<file path="src/rtl/bus_control_pipe.sv">
// Registered main-bus control decoder: one capture stage driving one-cold assert/load/address
// lines, with a memory-bridge wait-state handshake, timeout abort and sticky error flags.
module bus_control_pipe #(
  parameter int BUS_SEL_W  = 4,
  parameter int ADDR_SEL_W = 3,
  parameter int MEM_SLOT   = 15,
  parameter int WAIT_MAX   = 7
) (
  input  logic                         Clock_In,
  input  logic                         Reset_In,
  input  logic                         Ctrl_Valid,
  input  logic [BUS_SEL_W-1:0]         Bus_Assert,
  input  logic [BUS_SEL_W-1:0]         Bus_Load,
  input  logic [ADDR_SEL_W-1:0]        AddrSel,
  input  logic                         Mem_Ready,
  input  logic                         Clear_Err,
  output logic                         Stall,
  output logic                         Stage_Valid,
  output logic [(2**BUS_SEL_W)-1:0]    Assert_N,
  output logic [(2**BUS_SEL_W)-1:0]    Load_N,
  output logic [(2**ADDR_SEL_W)-1:0]   AddrSel_N,
  output logic                         Mem_Req,
  output logic                         MemBridge_Direction,
  output logic                         Contention_Err,
  output logic                         Timeout_Err
);

  localparam int NB    = 2**BUS_SEL_W;
  localparam int NA    = 2**ADDR_SEL_W;
  localparam int CNT_W = (WAIT_MAX < 1) ? 1 : $clog2(WAIT_MAX + 1);

  localparam logic [BUS_SEL_W-1:0] MEM_SEL = BUS_SEL_W'(MEM_SLOT);
  localparam logic [CNT_W-1:0]     CNT_MAX = CNT_W'(WAIT_MAX);
  localparam logic [NB-1:0]        ONE_NB  = NB'(1);
  localparam logic [NA-1:0]        ONE_NA  = NA'(1);

  logic                  valid_q, valid_d;
  logic [BUS_SEL_W-1:0]  asel_q, asel_d;
  logic [BUS_SEL_W-1:0]  lsel_q, lsel_d;
  logic [ADDR_SEL_W-1:0] addr_q, addr_d;
  logic [CNT_W-1:0]      cnt_q, cnt_d;
  logic                  cont_err_q, cont_err_d;
  logic                  tout_err_q, tout_err_d;

  logic mem_op;
  logic at_max;
  logic stall;
  logic timeout;
  logic strobe;
  logic contend;

  always_comb begin
    mem_op  = valid_q && ((asel_q == MEM_SEL) || (lsel_q == MEM_SEL));
    at_max  = (cnt_q == CNT_MAX);
    stall   = mem_op && !Mem_Ready && !at_max;
    timeout = mem_op && !Mem_Ready && at_max;
    // An op completes in any stage cycle that is neither waiting nor aborting.
    strobe  = valid_q && !stall && !timeout;
    contend = (Bus_Assert == Bus_Load) && (Bus_Assert != '0);
  end

  always_comb begin
    valid_d = valid_q;
    asel_d  = asel_q;
    lsel_d  = lsel_q;
    addr_d  = addr_q;
    cnt_d   = cnt_q;
    if (stall) begin
      cnt_d = cnt_q + CNT_W'(1);
    end else begin
      valid_d = Ctrl_Valid;
      cnt_d   = '0;
      if (Ctrl_Valid) begin
        // A contended word keeps its address source but drives nothing onto the bus.
        asel_d = contend ? '0 : Bus_Assert;
        lsel_d = contend ? '0 : Bus_Load;
        addr_d = AddrSel;
      end
    end
  end

  always_comb begin
    cont_err_d = (Ctrl_Valid && !stall && contend) || (cont_err_q && !Clear_Err);
    tout_err_d = timeout || (tout_err_q && !Clear_Err);
  end

  always_ff @(posedge Clock_In) begin
    if (!Reset_In) begin
      valid_q    <= 1'b0;
      asel_q     <= '0;
      lsel_q     <= '0;
      addr_q     <= '0;
      cnt_q      <= '0;
      cont_err_q <= 1'b0;
      tout_err_q <= 1'b0;
    end else begin
      valid_q    <= valid_d;
      asel_q     <= asel_d;
      lsel_q     <= lsel_d;
      addr_q     <= addr_d;
      cnt_q      <= cnt_d;
      cont_err_q <= cont_err_d;
      tout_err_q <= tout_err_d;
    end
  end

  always_comb begin
    Assert_N = '1;
    if (valid_q) begin
      Assert_N = ~(ONE_NB << asel_q);
    end
    Assert_N[0] = 1'b1;

    Load_N = '1;
    if (strobe) begin
      Load_N = ~(ONE_NB << lsel_q);
    end
    Load_N[0] = 1'b1;

    AddrSel_N = '1;
    if (valid_q) begin
      AddrSel_N = ~(ONE_NA << addr_q);
    end
  end

  always_comb begin
    Stall               = stall;
    Stage_Valid         = valid_q;
    Mem_Req             = mem_op;
    MemBridge_Direction = !(valid_q && (lsel_q == MEM_SEL));
    Contention_Err      = cont_err_q;
    Timeout_Err         = tout_err_q;
  end

endmodule

</file>
<file path="config.mk">
export PLATFORM = sky130hd
export DESIGN_NAME = bus_control_pipe
export DESIGN_NICKNAME = d
export VERILOG_FILES = /design/src/rtl/bus_control_pipe.sv
export SDC_FILE = /design/constraint.sdc
export NUM_CORES = 1
export LEC_CHECK = 0
export CORE_UTILIZATION = 39
export DETAILED_ROUTE_END_ITERATION = 8
export GPL_ROUTABILITY_DRIVEN = 1
export PLACE_DENSITY_LB_ADDON = 0.3
export SYNTH_ARGS = -nofsm -noshare
export SYNTH_HDL_FRONTEND = slang
export SYNTH_SLANG_ARGS = --single-unit
</file>
<file path="constraint.sdc">
create_clock -name Clock_In -period 2.19 [get_ports Clock_In]
set_clock_uncertainty 0.2 [all_clocks]
set_input_delay 0.438 -clock Clock_In [delete_from_list [all_inputs] [get_ports Clock_In]]
set_output_delay 0.438 -clock Clock_In [all_outputs]
set_load 0.02 [all_outputs]
</file>
==> metrics.txt, run 1 <==
# TYPE chip_impl_metric gauge
chip_impl_metric{name="totalWireLength",unit="mm"} 3.53
chip_impl_metric{name="antenna-diode-count",unit=""} 0
chip_impl_metric{name="core_area",unit="mm²"} 0.00278
chip_impl_metric{name="drt-wirelength-per-cell",unit="µm"} 13.7
chip_impl_info{name="crit_slowest_cell",value="sky130_fd_sc_hd__dfxtp_1"} 1
chip_impl_info{name="layout_common_cells",value="36 x sky130_fd_sc_hd__nand2_1, 25 x sky130_fd_sc_hd__buf_4, 19 x sky130_fd_sc_hd__dlygate4sd2_1"} 1
chip_impl_metric{name="delay_contributed_by_the_slowest_stage_of_the_critical_path",unit="ns"} 0.35
chip_impl_metric{name="die_h",unit="µm"} 56.4
chip_impl_info{name="crit_path_frequent_cell",value="sky130_fd_sc_hd__buf_6"} 1
chip_impl_metric{name="total_power",unit="mW"} 0.678
chip_impl_metric{name="grt_usage",unit="%"} 22.6
chip_impl_info{name="setup.worst_path.start",value="asel_q[0]$_SDFFE_PN0P_"} 1
chip_impl_info{name="reg2reg_to",value="addr_q[1]$_SDFFE_PN0P_"} 1
chip_impl_metric{name="die_width",unit="µm"} 56.4
chip_impl_metric{name="r2r_cells",unit=""} 8
chip_impl_metric{name="synthesis.area",unit="mm²"} 0.00115
chip_impl_metric{name="post_layout_nonfiller_instances",unit=""} 258
chip_impl_metric{name="clkSinkCount",unit=""} 17
chip_impl_metric{name="pin_count",unit=""} 62
chip_impl_metric{name="cp_data_required_time",unit="ns"} 1.55
chip_impl_metric{name="sequential_cell_area",unit="µm²"} 347
chip_impl_metric{name="portBuffers",unit=""} 59
chip_impl_metric{name="ys_seq_elements",unit=""} 17
chip_impl_metric{name="starting_utilization_of_the_core_area",unit="%"} 41.4
chip_impl_metric{name="firstDrtPassIters",unit=""} 4
chip_impl_metric{name="number_of_antenna_violations_at_the_first_check_in_global_routing",unit=""} 0
chip_impl_metric{name="worst_setup_hold_path_clk_slew",unit="ns"} 0.09
chip_impl_metric{name="avgSynthCellArea",unit="µm²"} 7.89
chip_impl_metric{name="grt_max_degree",unit=""} 11
chip_impl_info{name="cts_tree",value="yes"} 1
chip_impl_metric{name="syn_inst",unit=""} 146
chip_impl_metric{name="finalCritPeriodShare",unit="%"} 98.2
chip_impl_info{name="category_of_the_most_critical_setup_path",value="reg2out"} 1
chip_impl_info{name="timing.rr.start",value="cnt_q[0]$_SDFF_PN0_"} 1
chip_impl_metric{name="placed_cells_incl_taps",unit=""} 252
chip_impl_info{name="critical_path.startpoint_type",value="flop"} 1
chip_impl_metric{name="routed-via-count",unit=""} 1392
chip_impl_metric{name="design.die.area",unit="mm²"} 0.00318
chip_impl_metric{name="dp_hpwl",unit="mm"} 2.82
chip_impl_info{name="end_kind",value="output pin"} 1
chip_impl_metric{name="power_per_cell_area",unit="mW/mm²"} 353
chip_impl_metric{name="final_net_count",unit=""} 246
chip_impl_metric{name="setup_viol_count_final",unit=""} 0
chip_impl_metric{name="arrival",unit="ns"} 1.51
chip_impl_metric{name="n_fill_cell",unit=""} 238
chip_impl_metric{name="grt_pass1_vias",unit=""} 1330
chip_impl_metric{name="crit_fanout",unit=""} 3
chip_impl_info{name="worstPathCellList",value="nand3b_4 -> nor2_4 -> buf_6 -> nor4b_4 -> nand3_1 -> buf_6"} 1
chip_impl_metric{name="clock_path_buffers",unit=""} 2
chip_impl_metric{name="timing_hold_violations_final",unit=""} 0
chip_impl_metric{name="final-max-slew-violation-count",unit=""} 0
chip_impl_metric{name="synth_sequential_area_ratio",unit="%"} 29.5
chip_impl_metric{name="number_of_rows_in_the_core_area",unit=""} 19
chip_impl_metric{name="clkLatencyLatePin",unit="ns"} 0.29
chip_impl_metric{name="post-route-drc-count",unit=""} 0
chip_impl_metric{name="place_congestion",unit=""} 0.854
chip_impl_metric{name="initialDrtViolationCount",unit=""} 41
chip_impl_metric{name="htree_num_levels",unit=""} 1
chip_impl_metric{name="grt_pass1_wl",unit="mm"} 5.82
chip_impl_metric{name="leakage_power_figure",unit="nW"} 0.752
chip_impl_metric{name="drive_above_1_share",unit="%"} 32.6
chip_impl_metric{name="hold_depth",unit=""} 1
chip_impl_info{name="hold_path.startpoint",value="cnt_q[0]$_SDFF_PN0_"} 1
chip_impl_metric{name="grt_overflow",unit=""} 0
chip_impl_metric{name="cap_viol_max_count",unit=""} 0
chip_impl_metric{name="postCtsHoldBufs",unit=""} 0
chip_impl_metric{name="fmax",unit="MHz"} 465
chip_impl_metric{name="route.detailed.vias_per_inst",unit=""} 5.40
chip_impl_metric{name="finalCriticalPeriod",unit="ns"} 2.15
chip_impl_metric{name="regToRegSetupSlack",unit="ns"} 0.29
chip_impl_metric{name="cts_buffers",unit=""} 3
chip_impl_metric{name="multiInputGateArea",unit="µm²"} 830
chip_impl_info{name="timing.hold.worst.class",value="reg2reg"} 1
chip_impl_info{name="cp-endpoint",value="Load_N[3]"} 1
chip_impl_info{name="layout_commonest_cell",value="sky130_fd_sc_hd__nand2_1"} 1
chip_impl_metric{name="syn_to_final_growth",unit="%"} 66.4
chip_impl_info{name="outcome",value="completed"} 1
chip_impl_metric{name="synth-warning-count",unit=""} 0
chip_impl_metric{name="ir_drop",unit="mV"} 0.382
chip_impl_metric{name="synth.lib_cells_used.distinct",unit=""} 40
chip_impl_metric{name="ant_nets",unit=""} 0
chip_impl_info{name="clk_root_buffer_cell",value="sky130_fd_sc_hd__clkbuf_4"} 1
-- cells by family (layout without fill, tap and decap cells) --
kind of cell | Yosys count | after routing | share of synthesized area (%)
AND/OR/NAND/NOR | 93 | 93 | 42.9
buffers and inverters | 10 | 90 | 5.43
XOR/XNOR | 3 | 3 | 2.28
adder cells (fa/ha/maj) | 2 | 2 | 2.17
flip-flops | 17 | 17 | 29.5
AO/OA/AOI/OAI | 20 | 20 | 17.4
other | 1 | 2 | 0.325
-- critical path, delay by kind of cell (launching register included) --
| kind | cells | cell delay (ns) |
|---|---|---|
| AND/OR/NAND/NOR | 4 | 0.59 |
| flip-flops | 1 | 0.35 |
| buffers and inverters | 2 | 0.28 |
-- through the flow --
step / util [%] / setup TNS (ns) / instance area, µm² / setup slack (ns) / hold WS, ns
6_report: 69.0 / 0 / 1920 / 0.0392 / 0.241
5_1_grt: 69.0 / -0.00815 / 1920 / -0.00675 / 0.265
4_1_cts: 68.7 / -0.0115 / 1910 / -0.0115 / 0.244
3_5_place_dp: 68.4 / -11.23 / 1900 / -0.793 / 0.234
3_3_place_gp: 68.4 / -10.14 / 1900 / -0.726 / 0.208
2_1_floorplan: - / 0 / 1160 / 0.188 / 0.198
-- how the worst min path moves through the flow --
stage	end	slack, ns
2_1_floorplan	cnt_q[0]$_SDFF_PN0_	0.20
3_3_place_gp	cnt_q[0]$_SDFF_PN0_	0.21
3_5_place_dp	cnt_q[0]$_SDFF_PN0_	0.23
4_1_cts	cnt_q[0]$_SDFF_PN0_	0.24
5_1_grt	cnt_q[0]$_SDFF_PN0_	0.27
6_report	cnt_q[0]$_SDFF_PN0_	0.24
-- layer usage --
metal | wire length [µm] | GRT usage (%)
met5 | 0 | 0
met4 | 39 | 7.67
met3 | 211 | 3.92
met2 | 1820 | 42.7
met1 | 1460 | 25.4
-- area by class of cell --
| type | instances | share of cell area, % |
|---|---|---|
| Inverter | 2 | 0.391 |
| Sequential cell | 17 | 18.1 |
| Tap cell | 31 | 2.02 |
| Timing Repair Buffer | 84 | 34.9 |
| Clock buffer | 4 | 1.37 |
| Multi-Input combinational cell | 120 | 43.2 |
-- flip-flops by register name, summed over array words and instances, names as in the netlist --
name and cells:
lsel_q 4, Stage_Valid 1, asel_q 4, Contention_Err 1, Timeout_Err 1, addr_q 3, cnt_q 3
-- synth_stat cells, drive strengths merged --
cell type | instances | area [µm²]
a211oi | 1 | 7.51
a221oi | 1 | 26.3
a22o | 7 | 61.3
a31o | 2 | 26.3
and2 | 3 | 18.8
and2b | 1 | 7.51
and3 | 3 | 20.0
and4bb | 1 | 12.5
buf | 7 | 51.3
clkbuf | 1 | 3.75
conb | 1 | 3.75
dfxtp | 17 | 340
ha | 2 | 25.0
inv | 2 | 7.51
nand2 | 36 | 135
nand3 | 19 | 105
nand3b | 3 | 30.0
nand4 | 2 | 12.5
nand4bb | 2 | 22.5
nor2 | 10 | 37.5
nor2b | 7 | 43.8
nor3 | 3 | 20.0
nor3b | 1 | 7.51
nor4b | 1 | 15.0
o21ai | 4 | 20.0
o221ai | 1 | 15.0
o22a | 1 | 10.0
o22ai | 2 | 26.3
o31ai | 1 | 7.51
or2 | 1 | 6.26
xor2 | 3 | 26.3
-- repair_timing --
item	4_1_cts	5_1_grt
pin swaps	0	4
gates resized for setup	85	32
setup buffers	0	2
endpoints found under the setup margin	40	25
-- power by group --
group          switching, mW  internal [mW]  total, mW
registers             0.0151          0.323      0.338
clock network         0.0924         0.0708      0.163
logic                 0.0934         0.0830      0.176
total                  0.201          0.477      0.678
Note: power is estimated with default switching activity, not from simulation.
==> run 2, diff against run 1 <==
- GPL_TIMING_DRIVEN: default -> 0
==> run 2 against run 1 <==
- non-clock buffer count down 5
- total power up 2.3%
- via count down 3.1%
- critical path depth unchanged
- sequential share of layout area up 0.78 points
- the flow now finishes with violations (setup timing)
==> metrics.txt, run 2 (same netlist as run 1, synthesis figures left out) <==
# TYPE chip_impl_metric gauge
chip_impl_metric{name="portBuffers",unit=""} 59
chip_impl_metric{name="hold_depth",unit=""} 1
chip_impl_info{name="clk_root_buffer_cell",value="sky130_fd_sc_hd__clkbuf_4"} 1
chip_impl_metric{name="grt_max_degree",unit=""} 11
chip_impl_metric{name="cts_buffers",unit=""} 3
chip_impl_metric{name="metal3_wl",unit="µm"} 179
chip_impl_info{name="end_kind",value="output pin"} 1
chip_impl_metric{name="delay_contributed_by_the_slowest_stage_of_the_critical_path",unit="ns"} 0.39
chip_impl_metric{name="grt_usage",unit="%"} 21.7
chip_impl_info{name="outcome",value="complete, but fails checks"} 1
chip_impl_metric{name="drive_above_1_share",unit="%"} 32.9
chip_impl_metric{name="arrival",unit="ns"} 1.60
chip_impl_info{name="crit_slowest_cell",value="sky130_fd_sc_hd__dfxtp_4"} 1
chip_impl_metric{name="firstDrtPassIters",unit=""} 4
chip_impl_metric{name="dr_wl_met2",unit="mm"} 1.96
chip_impl_metric{name="route.detailed.vias_per_inst",unit=""} 5.33
chip_impl_metric{name="antenna-diode-count",unit=""} 0
chip_impl_metric{name="worst_setup_hold_path_clk_slew",unit="ns"} 0.10
chip_impl_metric{name="ir_drop",unit="mV"} 0.417
chip_impl_metric{name="grt_pass1_wl",unit="mm"} 5.52
chip_impl_metric{name="die_width",unit="µm"} 56.4
chip_impl_metric{name="cp_data_required_time",unit="ns"} 1.55
chip_impl_info{name="timing.hold.worst.class",value="reg2reg"} 1
chip_impl_metric{name="tns",unit="ns"} -0.0689
chip_impl_metric{name="totalWireLength",unit="mm"} 3.59
chip_impl_info{name="critical-path-top-delay-family",value="simple AND/OR/NAND/NOR gates"} 1
chip_impl_metric{name="final_net_count",unit=""} 241
chip_impl_metric{name="dp_hpwl",unit="mm"} 2.54
chip_impl_metric{name="initialDrtViolationCount",unit=""} 42
chip_impl_metric{name="finalCritPeriodShare",unit="%"} 102
chip_impl_metric{name="drt-wirelength-per-cell",unit="µm"} 14.2
chip_impl_metric{name="timing_hold_violations_final",unit=""} 0
chip_impl_metric{name="crit_fanout",unit=""} 5
chip_impl_metric{name="grt_pass1_vias",unit=""} 1250
chip_impl_metric{name="final-max-slew-violation-count",unit=""} 0
chip_impl_metric{name="worst_hold_slack_after_final_layout",unit="ns"} 0.233
chip_impl_info{name="critical_path.startpoint_type",value="flop"} 1
chip_impl_metric{name="power_per_cell_area",unit="mW/mm²"} 353
chip_impl_metric{name="routed-via-count",unit=""} 1349
chip_impl_metric{name="core_area",unit="mm²"} 0.00278
chip_impl_metric{name="pin_count",unit=""} 62
chip_impl_metric{name="place_congestion",unit=""} 0.814
chip_impl_info{name="biggestRegsByFlops",value="asel_q (4), lsel_q (4)"} 1
chip_impl_metric{name="fmax",unit="MHz"} 447
chip_impl_info{name="layout_commonest_cell",value="sky130_fd_sc_hd__nand2_1"} 1
chip_impl_metric{name="leakage_power_figure",unit="nW"} 0.746
chip_impl_metric{name="number_of_rows_in_the_core_area",unit=""} 19
chip_impl_metric{name="post_layout_nonfiller_instances",unit=""} 253
chip_impl_metric{name="route.layer.met1.wl",unit="mm"} 1.42
chip_impl_metric{name="post-route-drc-count",unit=""} 0
chip_impl_metric{name="setup_viol_count_final",unit=""} 3
chip_impl_metric{name="syn_to_final_growth",unit="%"} 70.5
chip_impl_metric{name="critical_path_depth",unit=""} 6
chip_impl_metric{name="placed_cells_incl_taps",unit=""} 237
chip_impl_info{name="failed_checks",value="setup timing"} 1
chip_impl_metric{name="grt_overflow",unit=""} 0
chip_impl_metric{name="n_fill_cell",unit=""} 213
chip_impl_metric{name="design.die.area",unit="mm²"} 0.00318
chip_impl_info{name="grt_setup_unrepaired",value="true"} 1
chip_impl_metric{name="clkSinkCount",unit=""} 17
chip_impl_metric{name="worstPathBufferInverterCount",unit=""} 2
chip_impl_metric{name="starting_utilization_of_the_core_area",unit="%"} 41.4
chip_impl_metric{name="cap_viol_max_count",unit=""} 0
chip_impl_info{name="worstPathCellList",value="nand3_4 -> nor2_4 -> buf_12 -> nor4b_4 -> nand3_1 -> buf_6"} 1
chip_impl_metric{name="clkLatencyLatePin",unit="ns"} 0.29
chip_impl_metric{name="die_h",unit="µm"} 56.4
chip_impl_info{name="category_of_the_most_critical_setup_path",value="reg2out"} 1
chip_impl_metric{name="htree_num_levels",unit=""} 1
chip_impl_metric{name="total_power",unit="mW"} 0.693
chip_impl_metric{name="ant_nets",unit=""} 0
chip_impl_info{name="layout_common_cells",value="36 x sky130_fd_sc_hd__nand2_1, 20 x sky130_fd_sc_hd__dlygate4sd2_1, 18 x sky130_fd_sc_hd__buf_4"} 1
chip_impl_metric{name="setup_slack",unit="ns"} -0.0490
chip_impl_metric{name="finalCriticalPeriod",unit="ns"} 2.24
chip_impl_metric{name="r2r_cells",unit=""} 6
chip_impl_metric{name="clock_path_buffers",unit=""} 2
chip_impl_info{name="cts_tree",value="yes"} 1
chip_impl_info{name="topRoutingLayerUsed",value="met4"} 1
chip_impl_metric{name="number_of_antenna_violations_at_the_first_check_in_global_routing",unit=""} 0
## run 2: cell types whose count changed in the layout (fill, tap and decap cells not counted), moves of 2 or more
| cell | change |
|---|---|
| sky130_fd_sc_hd__clkdlybuf4s15_2 | +3 |
| sky130_fd_sc_hd__clkbuf_2 | -8 |
| sky130_fd_sc_hd__dfxtp_1 | -7 |
| sky130_fd_sc_hd__buf_6 | +3 |
| sky130_fd_sc_hd__nor2b_2 | -2 |
| sky130_fd_sc_hd__clkdlybuf4s15_1 | +2 |
| sky130_fd_sc_hd__buf_4 | -7 |
| sky130_fd_sc_hd__dfxtp_4 | +6 |
## run 2: metrics by stage
step,utilization (%),setup WS (ns),area (µm²)
global placement,64.2,-0.845,1790
finish,70.6,-0.0490,1960
CTS,67.1,-0.0201,1870
detailed placement,64.2,-0.863,1790
global route,70.6,-0.142,1960
floorplan,-,0.188,1160
## run 2: final timing paths
| kind | from | endpoint | slack (ns) |
|---|---|---|---|
| max | Stage_Valid$_SDFFE_PN0N_ | Load_N[3] | -0.05 |
| min | cnt_q[0]$_SDFF_PN0_ | cnt_q[0]$_SDFF_PN0_ | 0.23 |
| max reg2reg | cnt_q[0]$_SDFF_PN0_ | asel_q[0]$_SDFFE_PN0P_ | 0.28 |
| min reg2reg | cnt_q[0]$_SDFF_PN0_ | cnt_q[0]$_SDFF_PN0_ | 0.23 |
## run 2: final cells by class
class,count,area [µm²],area share [%]
Inverter,2,7.51,0.382
Clock buffer,3,22.5,1.15
Tap cell,31,38.8,1.97
Multi-Input combinational cell,120,833,42.4
Buffer,6,48.8,2.48
Timing Repair Buffer,73,638,32.5
Sequential cell,17,370,18.9
Clock inverter,1,5.00,0.255
## run 2: worst reg2reg max path: stages (launching register included)
cell and delay [ns]:
sky130_fd_sc_hd__dfxtp_1 0.33, sky130_fd_sc_hd__ha_1 0.19, sky130_fd_sc_hd__ha_1 0.23, sky130_fd_sc_hd__nand4bb_1 0.22, sky130_fd_sc_hd__o221ai_2 0.35, sky130_fd_sc_hd__a211oi_1 0.09, sky130_fd_sc_hd__a31o_1 0.19
## run 2: layer usage
| metal | GRT usage, % | vias to the layer above |
|---|---|---|
| li1 | - | 665 |
| met1 | 25.0 | 633 |
| met3 | 2.30 | 6 |
| met5 | 0 | - |
| met2 | 41.3 | 45 |
| met4 | 7.32 | 0 |
## run 2: report_power, final
part | switching [mW] | internal (mW)
registers | 0.0244 | 0.321
clock network | 0.102 | 0.0680
logic | 0.0878 | 0.0897
total | 0.214 | 0.479
## run 2: timing repair
item / 4_1_cts / 5_1_grt
endpoints found under the setup margin: 41 / 27
pin swaps: 2 / 5
cloned: 0 / 0
hold buffers: 0 / 0
endpoints found under the hold margin: 0 / 0
gates resized for setup: 111 / 30
buffers inserted: 2 / 12
